==> src/rtl/dmem_arbiter.sv <==
// Two-requester (CPU / debug) arbiter in front of a single-port data memory.
// Define DMEM_ARB_RR_EN for round-robin tie breaking; otherwise the CPU has fixed priority.
module dmem_arbiter #(
    parameter int ADDR_W  = 32,
    parameter int DATA_W  = 32,
    parameter int MEM_LAT = 1
) (
    input  logic              clk_i,
    input  logic              rst_i,
    input  logic              cpu_req_i,
    input  logic              cpu_we_i,
    input  logic [ADDR_W-1:0] cpu_addr_i,
    input  logic [DATA_W-1:0] cpu_wdata_i,
    output logic [DATA_W-1:0] cpu_rdata_o,
    output logic              cpu_ack_o,
    output logic              cpu_stall_o,
    input  logic              dbg_req_i,
    input  logic              dbg_we_i,
    input  logic [ADDR_W-1:0] dbg_addr_i,
    input  logic [DATA_W-1:0] dbg_wdata_i,
    output logic [DATA_W-1:0] dbg_rdata_o,
    output logic              dbg_ack_o,
    output logic [ADDR_W-1:0] mem_addr_o,
    output logic [DATA_W-1:0] mem_wdata_o,
    output logic              mem_read_o,
    output logic              mem_write_o,
    input  logic [DATA_W-1:0] mem_rdata_i,
    output logic [1:0]        grant_o,
    output logic              busy_o
);
    typedef enum logic [1:0] {IDLE, ACCESS, DONE} state_t;

    localparam logic [3:0] CNT_INIT = 4'(MEM_LAT - 1);

    state_t            state;
    logic [3:0]        cnt;
    logic              last_grant;
    logic              lat_we;
    logic [ADDR_W-1:0] lat_addr;
    logic [DATA_W-1:0] lat_wdata;
    logic              pick_dbg;
    logic              we_sel;
    logic [ADDR_W-1:0] addr_sel;
    logic [DATA_W-1:0] wdata_sel;

    always_comb begin
        pick_dbg = 1'b0;
        if (dbg_req_i && !cpu_req_i) begin
            pick_dbg = 1'b1;
        end else if (dbg_req_i && cpu_req_i) begin
`ifdef DMEM_ARB_RR_EN
            pick_dbg = ~last_grant;
`else
            // fixed priority: history is tracked but never consulted
            pick_dbg = last_grant & 1'b0;
`endif
        end
        we_sel    = pick_dbg ? dbg_we_i    : cpu_we_i;
        addr_sel  = pick_dbg ? dbg_addr_i  : cpu_addr_i;
        wdata_sel = pick_dbg ? dbg_wdata_i : cpu_wdata_i;
    end

    always_ff @(posedge clk_i) begin
        if (rst_i) begin
            state       <= IDLE;
            cnt         <= '0;
            last_grant  <= 1'b1;
            lat_we      <= 1'b0;
            lat_addr    <= '0;
            lat_wdata   <= '0;
            grant_o     <= '0;
            mem_read_o  <= 1'b0;
            mem_write_o <= 1'b0;
            cpu_ack_o   <= 1'b0;
            dbg_ack_o   <= 1'b0;
            cpu_rdata_o <= '0;
            dbg_rdata_o <= '0;
        end else begin
            case (state)
                IDLE: begin
                    if (cpu_req_i || dbg_req_i) begin
                        lat_we      <= we_sel;
                        lat_addr    <= addr_sel;
                        lat_wdata   <= wdata_sel;
                        grant_o     <= pick_dbg ? 2'b10 : 2'b01;
                        last_grant  <= pick_dbg;
                        cnt         <= CNT_INIT;
                        mem_read_o  <= ~we_sel;
                        // single-cycle access: the write strobe belongs to the first ACCESS cycle
                        mem_write_o <= we_sel && (MEM_LAT == 1);
                        state       <= ACCESS;
                    end
                end
                ACCESS: begin
                    if (cnt == 4'd0) begin
                        mem_read_o  <= 1'b0;
                        mem_write_o <= 1'b0;
                        if (!lat_we) begin
                            if (grant_o[1]) dbg_rdata_o <= mem_rdata_i;
                            else            cpu_rdata_o <= mem_rdata_i;
                        end
                        if (grant_o[1]) dbg_ack_o <= 1'b1;
                        else            cpu_ack_o <= 1'b1;
                        state <= DONE;
                    end else begin
                        cnt         <= cnt - 4'd1;
                        mem_write_o <= lat_we && (cnt == 4'd1);
                    end
                end
                DONE: begin
                    cpu_ack_o <= 1'b0;
                    dbg_ack_o <= 1'b0;
                    grant_o   <= '0;
                    state     <= IDLE;
                end
                default: state <= IDLE;
            endcase
        end
    end

    assign mem_addr_o  = lat_addr;
    assign mem_wdata_o = lat_wdata;
    assign busy_o      = (state != IDLE);
    assign cpu_stall_o = cpu_req_i & ~cpu_ack_o;

endmodule

==> config.mk <==
export PLATFORM = sky130hd
export DESIGN_NAME = dmem_arbiter
export DESIGN_NICKNAME = d
export VERILOG_FILES = /design/src/rtl/dmem_arbiter.sv
export SDC_FILE = /design/constraint.sdc
export NUM_CORES = 1
export LEC_CHECK = 0
export ABC_AREA = 1
export BUFFER_PORTS_ARGS = -buffer_cell sky130_fd_sc_hd__buf_2
export CORE_AREA = 2 2 118 120
export DETAILED_ROUTE_END_ITERATION = 7
export DIE_AREA = 0 0 120 122
export PLACE_DENSITY_LB_ADDON = 0.1
export SKIP_LAST_GASP = 1
export SLEW_MARGIN = 20
export SYNTH_ARGS = -nofsm -noshare
export SYNTH_HDL_FRONTEND = slang
export SYNTH_SLANG_ARGS = --single-unit
==> constraint.sdc <==
create_clock -name clk_i -period 3.94 [get_ports clk_i]
set_input_delay 0.394 -clock clk_i [delete_from_list [all_inputs] [get_ports clk_i]]
set_output_delay 0.394 -clock clk_i [all_outputs]
set_load 0.005 [all_outputs]
==> reports/qor.csv <==
stage,metric,value,unit
outcome,status,finished clean,
logic_synthesis,"EDFF count, synth",0,
die,full die area,0.01464,mm^2
timing,clk_skew,6.892,ps
die,Die Y,122,um
drt,DR WL/cell,14.78,um
cts,Longest Clk Path Bufs,2,
cts,H-tree Lvls,4,
timing,final setup fails,0,
logic_synthesis,largest family of logic cells by synthesized area,compound AO/OA/AOI/OAI gates,
logic_synthesis,multiplexer share of the synthesized area,0,%
logic_synthesis,Async SR Flop Fraction,0,%
placement,GP Congestion,0.8150,
timing,achievable frequency,0.4207,GHz
drt,final WL,17970,um
cts,worst skew pair latency,410,ps
cells_and_area,Seq. cell area,0.002823,mm^2
worst_setup_path,CP Class,flop to flop,
worst_setup_path,slowest cell on the critical path,nor2_4,
cells_and_area,Total Nets Final,1197,
die,# rows,43,
worst_setup_path,CP most frequent cell,nor2_1,
cells_and_area,Multi-input gate area,0.002479,mm^2
logic_synthesis,Synth Area in Adders,1.530,%
logic_synthesis,Mapped Area,0.005724,mm^2
die,chip width,120,um
logic_synthesis,synth warn,0,
cts,Clock transition at path regs,60,ps
logic_synthesis,"Seq/Total Area, Yosys",49.31,%
worst_setup_path,crit-path cells,inv_1 -> ha_1 -> nand3_4 -> nor2_4 -> inv_2 -> nor2_1 -> nor2_1,
die,Core Region,0.01350,mm^2
timing,final worst-path cycle share,60.32,%
power,total power,5.907,mW
cells_and_area,layout cell share with drive strength beyond 1,33.49,%
global_route,first-pass GRT wire length,27080,um
logic_synthesis,share of the synthesized area in the top cell type,49.31,%
cts,setup bufs post-CTS,0,
logic_synthesis,most common cell in the netlist,nor2_1,
logic_synthesis,Cells after Synth,757,
timing,Hold Slack,216.3,ps
power,LEAKAGE,3.968,nW
worst_setup_path,crit path buf inv count,2,
worst_setup_path,Worst Path Required,4250,ps
die,Initial Util,42.39,%
worst_setup_path,CP Launch Type,flop,
cts,total CTS buffers,17,
placement,Port Buffer Count,301,
power,pwr dens,750.3,mW/mm^2
cells_and_area,antenna diode count,0,
die,# IOs,302,
timing,unrepaired setup endpoints after global routing,false,
worst_setup_path,Worst setup EP type,flop,
timing,slew at the pin closest to its max-slew limit,1023,ps
global_route,Overflow after GRT,0,
logic_synthesis,commonest cells in the synthesized netlist,"144 x nor2_1, 141 x dfxtp_1, 136 x a21oi_1",
timing,"Hold Vio Cnt, Final",0,
logic_synthesis,Synth area leaders,"dfxtp_1 49%, a21oi_1 12%, o21ai_0 9.9%",
logic_synthesis,syn avg cell area,7.562,um^2
logic_synthesis,Synth area leader,dfxtp_1,
drt,Routed Antenna Nets,0,
worst_setup_path,CP top delay family,simple AND/OR/NAND/NOR gates,
cts,clk root buf,clkbuf_16,
cts,CTS Hold Bufs,0,
logic_synthesis,"Net Count, Synth",930,
logic_synthesis,XOR/XNOR share of the synthesized area,0,%
cts,CTS tree,built,
global_route,largest net degree at the start of global routing,72,
timing,Final Max Slew Viols,0,
cts,Post-CTS Resized,0,
logic_synthesis,simple logic cell fraction of the synthesized area,17.75,%
drt,DRT iter0 DRCs,482,
drt,DR vias,6012,
placement,DP Wirelength,12150,um
logic_synthesis,"Distinct cells, synth",20,
drt,DRC viols,0,
worst_setup_path,Worst Path Max Fanout,33,
flow_run,number of max-cap violations,0,
worst_setup_path,WP data arrival,2680,ps
global_route,vias in the first global route,5238,
drt,vias per inst,4.944,
logic_synthesis,Yosys reg bits,141,
global_route,antenna violations before repair,0,
global_route,Tot GR Track Use,23.33,%
logic_synthesis,"Top FF cell, synth",dfxtp_1,
power,maximum vdd drop,0.4874,mV
timing,headroom to the max-slew limit,31.71,%
worst_setup_path,Critical Path Max Stage Delay,600,ps
drt,Pre-Repair DR Iteration Count,5,
timing,TNS Setup,0,ps
cells_and_area,fillers,1301,
cells_and_area,P&R area growth vs syn,37.53,%
logic_synthesis,post-synthesis compound-gate area fraction,23.98,%
cts,Sink Count,141,
hold_path,hold crit path type,input pin to flop,
timing,fin crit period,2377,ps
stage by stage:
step	utilization (%)	std cells	cell area, um^2	worst slack (ps)
floorplan	-	757	5724	2479
global placement	53.09	1185	7169	1619
detailed placement	53.09	1185	7169	1564
CTS	58.30	1216	7873	1552
global route	58.30	1216	7873	1308
finish	58.30	1216	7873	1563
report_power, final:
group          internal, mW  total (mW)  switching (mW)  leakage, nW
sequential             1.89        2.10           0.217         1.16
combinational         0.736        1.91            1.18         2.47
clock                  1.30        1.89           0.591        0.342
final timing paths:
kind                           to      startpoint  cells after the start  slack (ps)
setup / recovery  dbg_rdata_o[27]        state[1]                      7        1560
hold / removal     cpu_rdata_o[2]  mem_rdata_i[2]                      3         220
setup reg to reg  dbg_rdata_o[27]        state[1]                      7        1560
hold reg to reg            cnt[1]          cnt[1]                      2         460
tightest hold or removal path: cells and delay by family:
family,cells,cell delay (ps)
simple gates,2,120
buf+inv,1,90
area by class of cell:
cell class / count / share of cell area (%)
timing repair buffer: 305 / 19.68
multi-input combinational: 534 / 31.48
clock inverter: 11 / 3.004
inverter: 25 / 1.192
tap: 180 / 2.861
sequential: 141 / 35.86
clock buffer: 20 / 5.928
registers in the layout (all words and copies together), names as in the netlist, 2 cells and up:
signal	cells
mem_addr_o	32
mem_wdata_o	32
cnt	4
cpu_rdata_o	32
state	2
dbg_rdata_o	32
grant_o	2
cells in the final DEF, fill, tap and decap left out, types with 5 or more instances in the layout:
cell type  instances
nand3_1           11
bufinv_16          7
o21ai_1           19
o21ai_0          113
inv_1             20
nand2_1           94
inv_2              5
dfxtp_1          141
a21oi_1          136
nor2_1           144
buf_2            301
clkbuf_16         17
ha_1               7
logic make-up (layout without fill, tap and decap cells):
family          count (synthesis)  in the layout
buf+inv                        82            361
fa+ha+maj                       7              7
flops                         141            141
compound gates                271            271
simple gates                  256            256
metal layers:
layer | part of all wire, % | vias to the layer above | global-route usage [%]
met5 | 0 | - | 0
met4 | 2.0 | 0 | 9.632
li1 | - | 3053 | -
met2 | 48 | 231 | 37.82
met3 | 6.3 | 28 | 5.478
met1 | 44 | 2700 | 29.94
Power figures use the tool's default switching activity.
